--- config.mk ---
export PLATFORM = sky130hd
export DESIGN_NAME = ballot_collector
export DESIGN_NICKNAME = d
export VERILOG_FILES = /design/src/rtl/ballot_pkg.sv /design/src/rtl/ballot_timer.sv /design/src/rtl/ballot_collector.sv
export SDC_FILE = /design/constraint.sdc
export NUM_CORES = 1
export LEC_CHECK = 0
export CAP_MARGIN = 20
export CORE_MARGIN = 8
export CORE_UTILIZATION = 51
export DETAILED_ROUTE_END_ITERATION = 8
export GPL_TIMING_DRIVEN = 1
export PLACE_DENSITY_LB_ADDON = 0.1
export SYNTH_ARGS = -nofsm -noshare
export SYNTH_HDL_FRONTEND = slang
export SYNTH_SLANG_ARGS = --single-unit
export TNS_END_PERCENT = 100
--- constraint.sdc ---
create_clock -name clk -period 2.4 [get_ports clk]
set_input_delay 0.36 -clock clk [delete_from_list [all_inputs] [get_ports clk]]
set_output_delay 0.36 -clock clk [all_outputs]
set_load 0.03 [all_outputs]
--- src/rtl/ballot_pkg.sv ---
// rtl/ballot_pkg.sv - shared types and constants for the ballot collector
package ballot_pkg;

    localparam int N_VOTERS = 4;

    // Bit positions inside the voter's O[3:1] verdict bus
    localparam int VERDICT_YES = 3;
    localparam int VERDICT_TIE = 2;
    localparam int VERDICT_NO  = 1;

    typedef enum logic [1:0] {
        IDLE    = 2'd0,
        COLLECT = 2'd1,
        EVAL    = 2'd2,
        DONE    = 2'd3
    } state_t;

    function automatic logic [N_VOTERS-1:0] id_onehot(input logic [1:0] id);
        logic [N_VOTERS-1:0] oh;
        oh     = '0;
        oh[id] = 1'b1;
        return oh;
    endfunction

endpackage

--- src/rtl/ballot_timer.sv ---
// rtl/ballot_timer.sv - clearable window counter that flags the last collect cycle
module ballot_timer #(
    parameter int TIMEOUT = 255
) (
    input  logic clk,
    input  logic rst,
    input  logic clr_i,
    input  logic en_i,
    output logic expire_o
);

    localparam int W = $clog2(TIMEOUT + 1);
    localparam logic [W-1:0] LAST = W'(TIMEOUT - 1);

    logic [W-1:0] cnt_q;

    // Count enabled cycles; saturate at LAST so the counter can never wrap
    always_ff @(posedge clk or posedge rst) begin
        if (rst) begin
            cnt_q <= '0;
        end else if (clr_i) begin
            cnt_q <= '0;
        end else if (en_i && (cnt_q != LAST)) begin
            cnt_q <= cnt_q + 1'b1;
        end
    end

    assign expire_o = (cnt_q == LAST);

endmodule

--- src/rtl/ballot_collector.sv ---
// rtl/ballot_collector.sv - session FSM collecting four ballots for the combinational voter
module ballot_collector
    import ballot_pkg::*;
#(
    parameter int TIMEOUT = 255
) (
    input  logic                clk,
    input  logic                rst,
    input  logic                start,
    input  logic                bal_valid,
    output logic                bal_ready,
    input  logic [1:0]          bal_id,
    input  logic                bal_vote,
    output logic [N_VOTERS-1:0] vote_vec,
    input  logic [3:1]          verdict_in,
    output logic                res_valid,
    output logic [3:1]          res_verdict,
    output logic [N_VOTERS-1:0] res_vec,
    output logic [N_VOTERS-1:0] res_mask,
    output logic                res_timeout,
    input  logic                res_ack,
    output logic                dup_err,
    output logic                busy
);

    state_t              state_q;
    logic [N_VOTERS-1:0] vote_q, vote_d;
    logic [N_VOTERS-1:0] mask_q, mask_d;
    logic                bal_ready_q;
    logic                busy_q;
    logic                dup_err_q;
    logic                res_valid_q;
    logic                res_timeout_q;
    logic [3:1]          res_verdict_q;
    logic [N_VOTERS-1:0] res_vec_q;
    logic [N_VOTERS-1:0] res_mask_q;

    logic                accept;
    logic                dup;
    logic [N_VOTERS-1:0] onehot;
    logic                timer_clr;
    logic                timer_en;
    logic                expire;

    assign timer_clr = (state_q == IDLE) && start;
    assign timer_en  = (state_q == COLLECT);

    ballot_timer #(
        .TIMEOUT (TIMEOUT)
    ) u_timer (
        .clk      (clk),
        .rst      (rst),
        .clr_i    (timer_clr),
        .en_i     (timer_en),
        .expire_o (expire)
    );

    // Ballot acceptance: first ballot per voter is recorded, repeats are swallowed
    always_comb begin
        accept = bal_valid && bal_ready_q;
        onehot = id_onehot(bal_id);
        dup    = accept && ((mask_q & onehot) != '0);
        mask_d = mask_q;
        vote_d = vote_q;
        if (accept && !dup) begin
            mask_d = mask_q | onehot;
            vote_d = (vote_q & ~onehot) | (bal_vote ? onehot : '0);
        end
    end

    // Session FSM with all outputs registered
    always_ff @(posedge clk or posedge rst) begin
        if (rst) begin
            state_q       <= IDLE;
            vote_q        <= '0;
            mask_q        <= '0;
            bal_ready_q   <= 1'b0;
            busy_q        <= 1'b0;
            dup_err_q     <= 1'b0;
            res_valid_q   <= 1'b0;
            res_timeout_q <= 1'b0;
            res_verdict_q <= '0;
            res_vec_q     <= '0;
            res_mask_q    <= '0;
        end else begin
            dup_err_q <= 1'b0;
            case (state_q)
                IDLE: begin
                    if (start) begin
                        vote_q        <= '0;
                        mask_q        <= '0;
                        res_timeout_q <= 1'b0;
                        bal_ready_q   <= 1'b1;
                        busy_q        <= 1'b1;
                        state_q       <= COLLECT;
                    end
                end
                COLLECT: begin
                    vote_q    <= vote_d;
                    mask_q    <= mask_d;
                    dup_err_q <= dup;
                    // A completing ballot wins over a simultaneous timeout
                    if (mask_d == '1) begin
                        bal_ready_q <= 1'b0;
                        state_q     <= EVAL;
                    end else if (expire) begin
                        bal_ready_q   <= 1'b0;
                        res_timeout_q <= 1'b1;
                        state_q       <= EVAL;
                    end
                end
                EVAL: begin
                    res_verdict_q <= verdict_in;
                    res_vec_q     <= vote_q;
                    res_mask_q    <= mask_q;
                    res_valid_q   <= 1'b1;
                    state_q       <= DONE;
                end
                DONE: begin
                    if (res_ack) begin
                        res_valid_q   <= 1'b0;
                        res_timeout_q <= 1'b0;
                        busy_q        <= 1'b0;
                        state_q       <= IDLE;
                    end
                end
                default: begin
                    state_q <= IDLE;
                end
            endcase
        end
    end

    assign bal_ready   = bal_ready_q;
    assign busy        = busy_q;
    assign dup_err     = dup_err_q;
    assign vote_vec    = vote_q;
    assign res_valid   = res_valid_q;
    assign res_timeout = res_timeout_q;
    assign res_verdict = res_verdict_q;
    assign res_vec     = res_vec_q;
    assign res_mask    = res_mask_q;

endmodule

==> results.md, run 1 <==
- Max-Cap Viols: 0
- Pin count of the biggest net entering global routing: 35
- Layout Nets: 206
- Seq cells post-synth: 34
- Final Slew Violations: 0
- Comb pwr share: 4.5%
- Postcts setup bufs: 0
- Clock group share of total power: 34.0%
- GR Overflow Total: 0
- Syn Nets: 170
- Worst setup margin: 0.405 ns
- IO Port Bufs: 30
- Setup TNS: 0 ns
- CP Max Fanout: 11
- Crit. End Element: flip-flop
- Die width: 73.3 um
- Core Rows: 21
- Fraction of layout cells with a size suffix above 1: 16.0%
- Die ar.: 5380 sq um
- Grt met1 use: 15.0%
- Via count: 1,258
- Crit path DAT: 2.23 ns
- Worst Skew: 0.0120 ns
- Synth Area per Inst: 11.0 sq um
- CTS tree: built
- DRT antenna net count: 0
- Status: complete, no violations
- DR iter-0 viols: 62
- Vias/cell: 5.40
- Clock latency at the later pin of the worst-skew pair: 0.34 ns
- Gr busiest metal: met2
- Die Y-Extent: 73.3 um
- Core area: 3230 sq um
- Commonest non-fill, non-tap cell in the layout: dfrtp_1
- Top-Level Pins: 31
- Final GP Congestion: 0.837
- M3 GR Usage: 5.87%
- Final period utilization: 83.1%
- Final setup viols: 0
- Final Hold Vio Count: 0
- GR Layer Usage met2: 24.0%
- DR WL/cell: 14.9 um
- Hold Path Class: in -> async
- Net Sw Frac: 22.3%
- Worst Max-Slew Pin Slew: 0.618 ns
- # fillers: 266
- Mapped cell area: 1680 sq um
- Total track usage: 14.3%
- CTS Buf Count: 5
- Diode count: 0
- Worst VDD drop: 286 uV
- CP startpoint kind: flip-flop
- Hpwl dp: 2.52 mm
- Clock Sinks: 34
- Sw Pwr: 0.208 mW
- Worst Path Required: 2.64 ns
- Mapped Cells: 152
- Layout area overhead: 24.8%
- PD cells: 445 nW/um^2
- First-pass GRT wire length: 5.84 mm
- Ys Warns: 0
- Root Driver: clkbuf_4
- Setup repair after global routing missed its margin: no
- Most frequent cells in the layout: dfrtp_1 (34), clkdlybuf4s50_1 (30), nor2_1 (14)
- Vias in the first global route: 1,262
- Int Pwr: 0.724 mW
- Initial core utilization: 51.8%
- Reg power frac: 61.5%
- DP Worst Slack: 0.0548 ns
- Clock Path Buffers: 2
- Slew margin rel.: 58.8%
- Fmax: 501 MHz
- H-tree levels: 2
- Kind of critical path: reg -> reg
- CTS Hold Bufs: 0
- Final core occ: 64.7%
- Seq/Total Area, Yosys: 50.8%
- Leakage: 0.932 nW
- # DRC: 0
- Total length of routed wires: 3.46 mm
- Post-CTS Resized: 0
- Tmin final: 2.00 ns
- Post-synth cell types: 36
- First-pass iteration count of the detailed router: 4
- Initial antenna violation count: 0
- Clock-pin slew on the worst setup and hold paths: 0.10 ns
## layout make-up
class	count	area, sq um	area share (%)
tap	46	57.6	2.75
inverter	8	30.0	1.44
multi-input combinational	104	763	36.5
sequential	34	851	40.7
timing repair buffer	35	338	16.2
clock buffer	6	51.3	2.45
## power by group through the flow
stage,registers (mW),logic [mW],clock network (mW)
final,0.572,0.0421,0.317
after global routing,0.573,0.0467,0.352
after CTS,0.572,0.0432,0.327
after detailed placement,0.584,0.0429,0
after global placement,0.584,0.0420,0
after floorplan,0.584,0.0186,0
## through the flow
step | cells | area [sq um] | power [mW] | hold slack [ns]
global route | 233 | 2090 | 0.971 | 0.433
CTS | 233 | 2090 | 0.943 | 0.409
detailed placement | 227 | 2040 | 0.627 | 0.495
finish | 233 | 2090 | 0.931 | 0.398
floorplan | 152 | 1680 | 0.602 | 0.450
global placement | 227 | 2040 | 0.626 | 0.488
## metal layers
layer | vias up | share of wire, %
met5 | - | 0
met4 | 0 | 1.9
met3 | 8 | 7.1
met2 | 33 | 50
met1 | 612 | 41
li1 | 605 | -
## state kept, by name, indices dropped and copies added (netlist names)
| register | count |
|---|---|
| bal_ready | 1 |
| vote_vec | 4 |
| u_timer.cnt_q | 8 |
| busy | 1 |
| res_mask | 4 |
| res_vec | 4 |
| mask_q | 4 |
| res_valid | 1 |
| dup_err | 1 |
| res_timeout | 1 |
| state_q | 2 |
| res_verdict | 3 |
## synthesized netlist by cell type
cell type  number  share of area (%)
nor2b_1         1               0.37
and3_1          1               0.37
nor2_1         14                3.1
a31oi_1         1               0.37
xor2_1          4                2.1
a211oi_1        1               0.45
buf_6           1               0.67
nand2b_1        2               0.75
a21oi_1         4                1.2
a32o_1          3                1.8
or2_2           1               0.37
xnor2_1         3                1.6
o21bai_1        1               0.45
mux4_2          1                1.3
and4b_1         1               0.60
mux2_2         12                8.1
mux2i_1         2                1.2
o21a_1          1               0.45
nand3_1         7                2.1
clkbuf_1        3               0.67
o2bb2ai_1       1               0.52
o31a_1          1               0.52
nand2_1        10                2.2
inv_1           8                1.8
and4_1          1               0.52
a41o_1          1               0.60
buf_2           1               0.30
dfrtp_1        34                 51
nor3_2          4                2.4
ha_1            7                5.2
a211o_1         1               0.52
nand4_1         4                1.5
nor4b_2         1               0.90
and2_1          1               0.37
buf_1           1               0.22
o21ai_0        12                3.6
## logic make-up after synthesis
kind of cell / after synthesis / share of synthesized area [%]
buf+inv: 14 / 3.66
xor+xnor: 7 / 3.66
compound gates: 27 / 10.5
flops: 34 / 50.8
fa+ha+maj: 7 / 5.23
simple gates: 48 / 15.6
mux: 15 / 10.6
## final timing paths
check | depth (start not counted) | slack (ns) | startpoint | endpoint
worst min-delay path | 3 | 0.40 | rst | state_q[1]
max in group asynchronous | 3 | 1.68 | rst | mask_q[3]
worst max register to register | 5 | 0.40 | state_q[1] | state_q[1]
worst min register to register | 1 | 0.51 | res_mask[1] | res_mask[1]
worst max-delay path | 5 | 0.40 | state_q[1] | state_q[1]
min in group clk | 1 | 0.51 | res_mask[1] | res_mask[1]
## critical path, stage by stage (launching register included)
cell,delay [ns]
dfrtp_1,0.42
inv_1,0.12
ha_1,0.37
o21ai_0,0.23
o21ai_0,0.37
mux2_2,0.38
No activity file was read; power rests on OpenSTA's default activity.
==> run 2: changes to the inputs <==
==> constraint.sdc (replaced) <==
create_clock -name clk -period 1.86 [get_ports clk]
set_input_delay 0.279 -clock clk [delete_from_list [all_inputs] [get_ports clk]]
set_output_delay 0.279 -clock clk [all_outputs]
set_load 0.03 [all_outputs]
==> run 2 against run 1 <==
  * First-iteration DRC count is 55% lower
  * Flip-flop and latch count did not move
  * Largest cell class unchanged
  * Register-to-register slack lost 0.31 ns
  * Largest power group unchanged
  * Combinational power increased by 38%
  * Core utilization is 3.5 points higher
  * Critical path depth up 1
  * Worst hold slack worse by 0.070 ns
==> results.md, run 2 (same netlist as run 1, synthesis figures left out) <==
- Fmax: 558 MHz
- GR Overflow Total: 0
- Max-Cap Viols: 0
- Hpwl dp: 2.76 mm
- Hold Path Class: in -> async
- CP max stage delay: 0.54 ns
- Leakage: 1.02 nW
- DR WL/cell: 15.2 um
- Final Slew Violations: 0
- Layout Nets: 219
- Diode count: 0
- Fraction of layout cells with a size suffix above 1: 22.9%
- Status: complete, no violations
- Root Driver: clkbuf_4
- Initial antenna violation count: 0
- Layout area overhead: 31.6%
- Die width: 73.3 um
- Crit path DAT: 2.02 ns
- Sequential cell area: 851 sq um
- Instance area at placement: 2130 sq um
- CP max stage cell: clkdlybuf4s50_1
- Design area: 2200 sq um
- Tmin final: 1.79 ns
- Multi-input gate area: 781 sq um
- Worst Skew: 0.00958 ns
- First-pass GRT wire length: 6.15 mm
- Core area: 3230 sq um
- Crit path buffers/inverters: 1
- Most frequent cells in the layout: dfrtp_1 (34), clkdlybuf4s50_1 (28), buf_4 (18)
- Kind of critical path: in -> reg
- CP Max Fanout: 6
- Pin count of the biggest net entering global routing: 35
- Cell mode on critical path: o21ai_0
- Initial core utilization: 51.8%
- Vias in the first global route: 1,347
- Total track usage: 15.0%
- Final Hold Vio Count: 0
- PD cells: 532 nW/um^2
- Worst VDD drop: 382 uV
- Setup TNS: 0 ns
- Clock latency at the later pin of the worst-skew pair: 0.34 ns
- Clock Sinks: 34
- Vias/cell: 5.30
- Crit. End Element: flip-flop
- DRT antenna net count: 0
- Worst Max-Slew Pin Slew: 0.421 ns
- Clock Path Buffers: 2
- Top delay family on crit path: compound AO/OA/AOI/OAI gates
- Clock-pin slew on the worst setup and hold paths: 0.10 ns
- Commonest non-fill, non-tap cell in the layout: dfrtp_1
- Core Rows: 21
- Die Y-Extent: 73.3 um
- Top-Level Pins: 31
- Die ar.: 5380 sq um
- CTS Buf Count: 5
- Final setup viols: 0
- Final GP Congestion: 0.870
- # fillers: 259
- First-pass iteration count of the detailed router: 4
- Final period utilization: 96.3%
- Max reg flops: 8
- Final Power: 1.17 mW
- Via count: 1,309
- Largest Register: u_timer.cnt_q
- # DRC: 0
- H-tree levels: 2
- CTS tree: built
- CTS Hold Bufs: 0
- Slew margin rel.: 71.9%
- Worst Path Required: 2.09 ns
- CP cell instances: clkdlybuf4s50_1 -> and4b_1 -> o21ai_0 -> a21oi_2 -> o21ai_0 -> mux2_2
- Total length of routed wires: 3.75 mm
- IO Port Bufs: 30
- CP startpoint kind: input pin
- DR iter-0 viols: 28
==> run 2: cell types whose count changed in the layout (fill, tap and decap cells not counted), moves of 2 or more <==
| cell | previous run | this run |
|---|---|---|
| buf_4 | 5 | 18 |
| clkbuf_1 | 0 | 2 |
| ha_1 | 7 | 5 |
| ha_2 | 0 | 2 |
| dlymetal6s2s_1 | 0 | 2 |
| clkdlybuf4s50_1 | 30 | 28 |
==> run 2: cell type report <==
cell class              instances  share of cell area (%)
repair buffers                 48                    20.0
flip-flops and latches         34                    38.6
multi-input cells             104                    35.4
clock buffers                   7                    2.04
well taps                      46                    2.61
inverters                       8                    1.36
==> run 2: worst min-delay path, stage by stage <==
cell and delay [ns]:
clkdlybuf4s50_1 0.40, inv_1 0.05, buf_4 0.37
==> run 2: worst paths after layout <==
check	endpoint	cells past startpoint	from	slack (ns)
max	state_q[1]	6	bal_id[1]	0.07
min	state_q[1]	3	rst	0.33
max in group asynchronous	u_timer.cnt_q[0]	3	rst	1.22
max reg2reg	mask_q[3]	6	mask_q[0]	0.09
min reg2reg	res_verdict[3]	1	res_verdict[3]	0.51
min in group clk	mask_q[1]	3	bal_id[0]	0.45
==> run 2: stage by stage <==
stage	instances	setup WS (ns)	utilization, %	hold slack (ns)
3_5_place_dp	239	-0.314	65.9	0.495
5_1_grt	247	-0.00151	68.2	0.381
3_3_place_gp	239	-0.290	65.9	0.488
2_1_floorplan	152	0.0739	-	0.369
6_report	247	0.0687	68.2	0.329
4_1_cts	246	0.0319	67.3	0.343
==> run 2: what timing repair did <==
item                       4_1_cts  5_1_grt
setup endpoints to repair        0        8
buffers inserted                 0        1
gates resized for setup          0        6
==> run 2: power breakdown <==
| part | internal (mW) | total (mW) | switching (mW) |
|---|---|---|---|
| Combinational | 0.0272 | 0.0583 | 0.0311 |
| Sequential | 0.739 | 0.739 | 0 |
| Clock | 0.142 | 0.376 | 0.233 |
| Total | 0.908 | 1.17 | 0.264 |
==> run 2: routing by layer <==
metal	vias to the layer above	track usage [%]	part of all wire, %
li1	634	-	-
met4	0	6.65	1.7
met5	-	0	0
met1	634	15.7	41
met2	33	26.4	50
met3	8	5.46	6.4
==> run 3: changes to the inputs <==
--- a/config.mk
+++ b/config.mk
@@ -6,11 +6,14 @@
 export NUM_CORES = 1
 export LEC_CHECK = 0
 export CAP_MARGIN = 20
+export CELL_PAD_IN_SITES_DETAIL_PLACEMENT = 1
+export CELL_PAD_IN_SITES_GLOBAL_PLACEMENT = 1
 export CORE_MARGIN = 8
-export CORE_UTILIZATION = 51
+export CORE_UTILIZATION = 40
 export DETAILED_ROUTE_END_ITERATION = 8
 export GPL_TIMING_DRIVEN = 1
 export PLACE_DENSITY_LB_ADDON = 0.1
+export SLEW_MARGIN = 20
 export SYNTH_ARGS = -nofsm -noshare
 export SYNTH_HDL_FRONTEND = slang
 export SYNTH_SLANG_ARGS = --single-unit
==> run 3 against run 2 <==
  * Worst setup slack better by 0.020 ns
  * Clock skew fell by 0.0025 ns
  * Maximum frequency grew 1.1%
  * Cell area grew 2.4%
  * Via count fell by 0.46%
  * Cell count unchanged
  * Highest routed layer unchanged
  * Global-route usage is 1.2 points lower
  * Non-clock buffer count decreased by 5
  * Wire length up 16%
==> results.md, run 3 (same netlist as run 1, synthesis figures left out) <==
- Status: complete, no violations
- CP max stage delay: 0.50 ns
- Most frequent cells in the layout: dfrtp_1 (32), clkdlybuf4s50_1 (28), nor2_1 (14)
- Hpwl dp: 3.18 mm
- Worst setup margin: 0.0882 ns
- Top delay family on crit path: multiplexers
- Hold Path Class: in -> async
- Worst Skew: 0.00706 ns
- PD cells: 649 nW/um^2
- Clock latency at the later pin of the worst-skew pair: 0.28 ns
- Slew margin rel.: 70.3%
- Crit. End Element: flip-flop
- Layout area overhead: 34.8%
- Die Y-Extent: 80.7 um
- Crit path buffers/inverters: 0
- Core area: 4030 sq um
- Final Power: 1.47 mW
- Tmin final: 1.77 ns
- Crit path DAT: 1.98 ns
- First-pass iteration count of the detailed router: 5
- Fraction of layout cells with a size suffix above 1: 23.4%
- GR Overflow Total: 0
- CP Max Fanout: 5
- Layout Nets: 214
- Die width: 80.7 um
- Top-Level Pins: 31
- Total length of routed wires: 4.36 mm
- Fmax: 564 MHz
- CP startpoint kind: flip-flop
- Worst r2r src: mask_q[2]
- Final Slew Violations: 0
- Final period utilization: 95.3%
- Clock Sinks: 34
- DP Worst Slack: -0.422 ns
- Kind of critical path: reg -> reg
- DR iter-0 viols: 52
- First-pass GRT wire length: 6.99 mm
- Final Hold Vio Count: 0
- Worst r2r dst: vote_vec[0]
- H-tree levels: 2
- CTS Buf Count: 5
- Commonest non-fill, non-tap cell in the layout: dfrtp_1
- Clock-pin slew on the worst setup and hold paths: 0.07 ns
- CTS tree: built
- Clock Path Buffers: 2
- IO Port Bufs: 30
- Final setup viols: 0
- Vias/cell: 5.28
- CP cell instances: mux4_2 -> a211o_4 -> nor3_4 -> nand3_1 -> o21ai_1
- R2R setup slack: 0.09 ns
- Pin count of the biggest net entering global routing: 35
- Diode count: 0
- Crit path depth: 5
- Final core occ: 56.1%
- Worst Max-Slew Pin Slew: 0.445 ns
- Max reg flops: 8
- DRT antenna net count: 0
- Reg2reg path depth: 5
- Vias in the first global route: 1,433
- Root Driver: clkbuf_8
- Die ar.: 6510 sq um
- Worst VDD drop: 360 uV
- Initial core utilization: 41.6%
- Final GP Congestion: 0.873
- Worst Path Required: 2.07 ns
- DR WL/cell: 17.6 um
- Initial antenna violation count: 0
- # DRC: 0
- Leakage: 1.02 nW
- Via count: 1,303
- Largest Register: u_timer.cnt_q
- Max-Cap Viols: 0
- Core Rows: 23
- CP max stage cell: mux4_2
- Total track usage: 13.8%
-- run 3: metrics by stage --
| step | setup TNS [ns] | hold WS [ns] | instance area [sq um] | cells |
|---|---|---|---|---|
| floorplan | 0 | 0.369 | 1680 | 152 |
| global placement | -2.91 | 0.489 | 2120 | 239 |
| detailed placement | -3.90 | 0.497 | 2120 | 239 |
| CTS | 0 | 0.412 | 2230 | 247 |
| global route | -0.00727 | 0.443 | 2260 | 247 |
| finish | 0 | 0.410 | 2260 | 247 |
-- run 3: worst max-delay path by stage --
stage / end / slack, ns / start
detailed placement: mask_q[3] / -0.42 / bal_id[0]
finish: vote_vec[0] / 0.09 / mask_q[2]
floorplan: state_q[1] / 0.07 / state_q[1]
global placement: vote_vec[0] / -0.33 / bal_id[0]
global route: vote_vec[0] / -0.007 / mask_q[3]
CTS: vote_vec[1] / 0.06 / state_q[1]
-- run 3: power breakdown --
part	internal [mW]	switching, mW
combinational	0.0252	0.0336
sequential	0.739	0
clock	0.394	0.273
total	1.16	0.307
-- run 3: timing repair --
action,in CTS,in global routing
hold buffers,0,0
setup endpoints to repair,9,6
resized for setup,2,10
pin swaps,0,3
setup buffers,0,0
-- run 3: per-layer routing --
| layer | track usage, % | share of wire (%) | vias up |
|---|---|---|---|
| li1 | - | - | 620 |
| met1 | 15.4 | 42 | 660 |
| met2 | 23.8 | 53 | 18 |
| met3 | 5.02 | 4.5 | 5 |
| met4 | 4.46 | 1.1 | 0 |
| met5 | 0 | 0 | - |
-- run 3: worst reg2reg max path, stage by stage, from the launching register on --
cell and delay (ns):
dfrtp_2 0.44, mux4_2 0.50, a211o_4 0.37, nor3_4 0.20
nand3_1 0.09, o21ai_1 0.10
-- run 3: layout make-up --
cell class,instances,area (sq um)
Clock inverter,3,40.0
Multi-Input combinational cell,104,792
Timing Repair Buffer,43,412
Sequential cell,34,853
Tap cell,50,62.6
Fill cell,447,1770
Inverter,8,30.0
Clock buffer,5,68.8
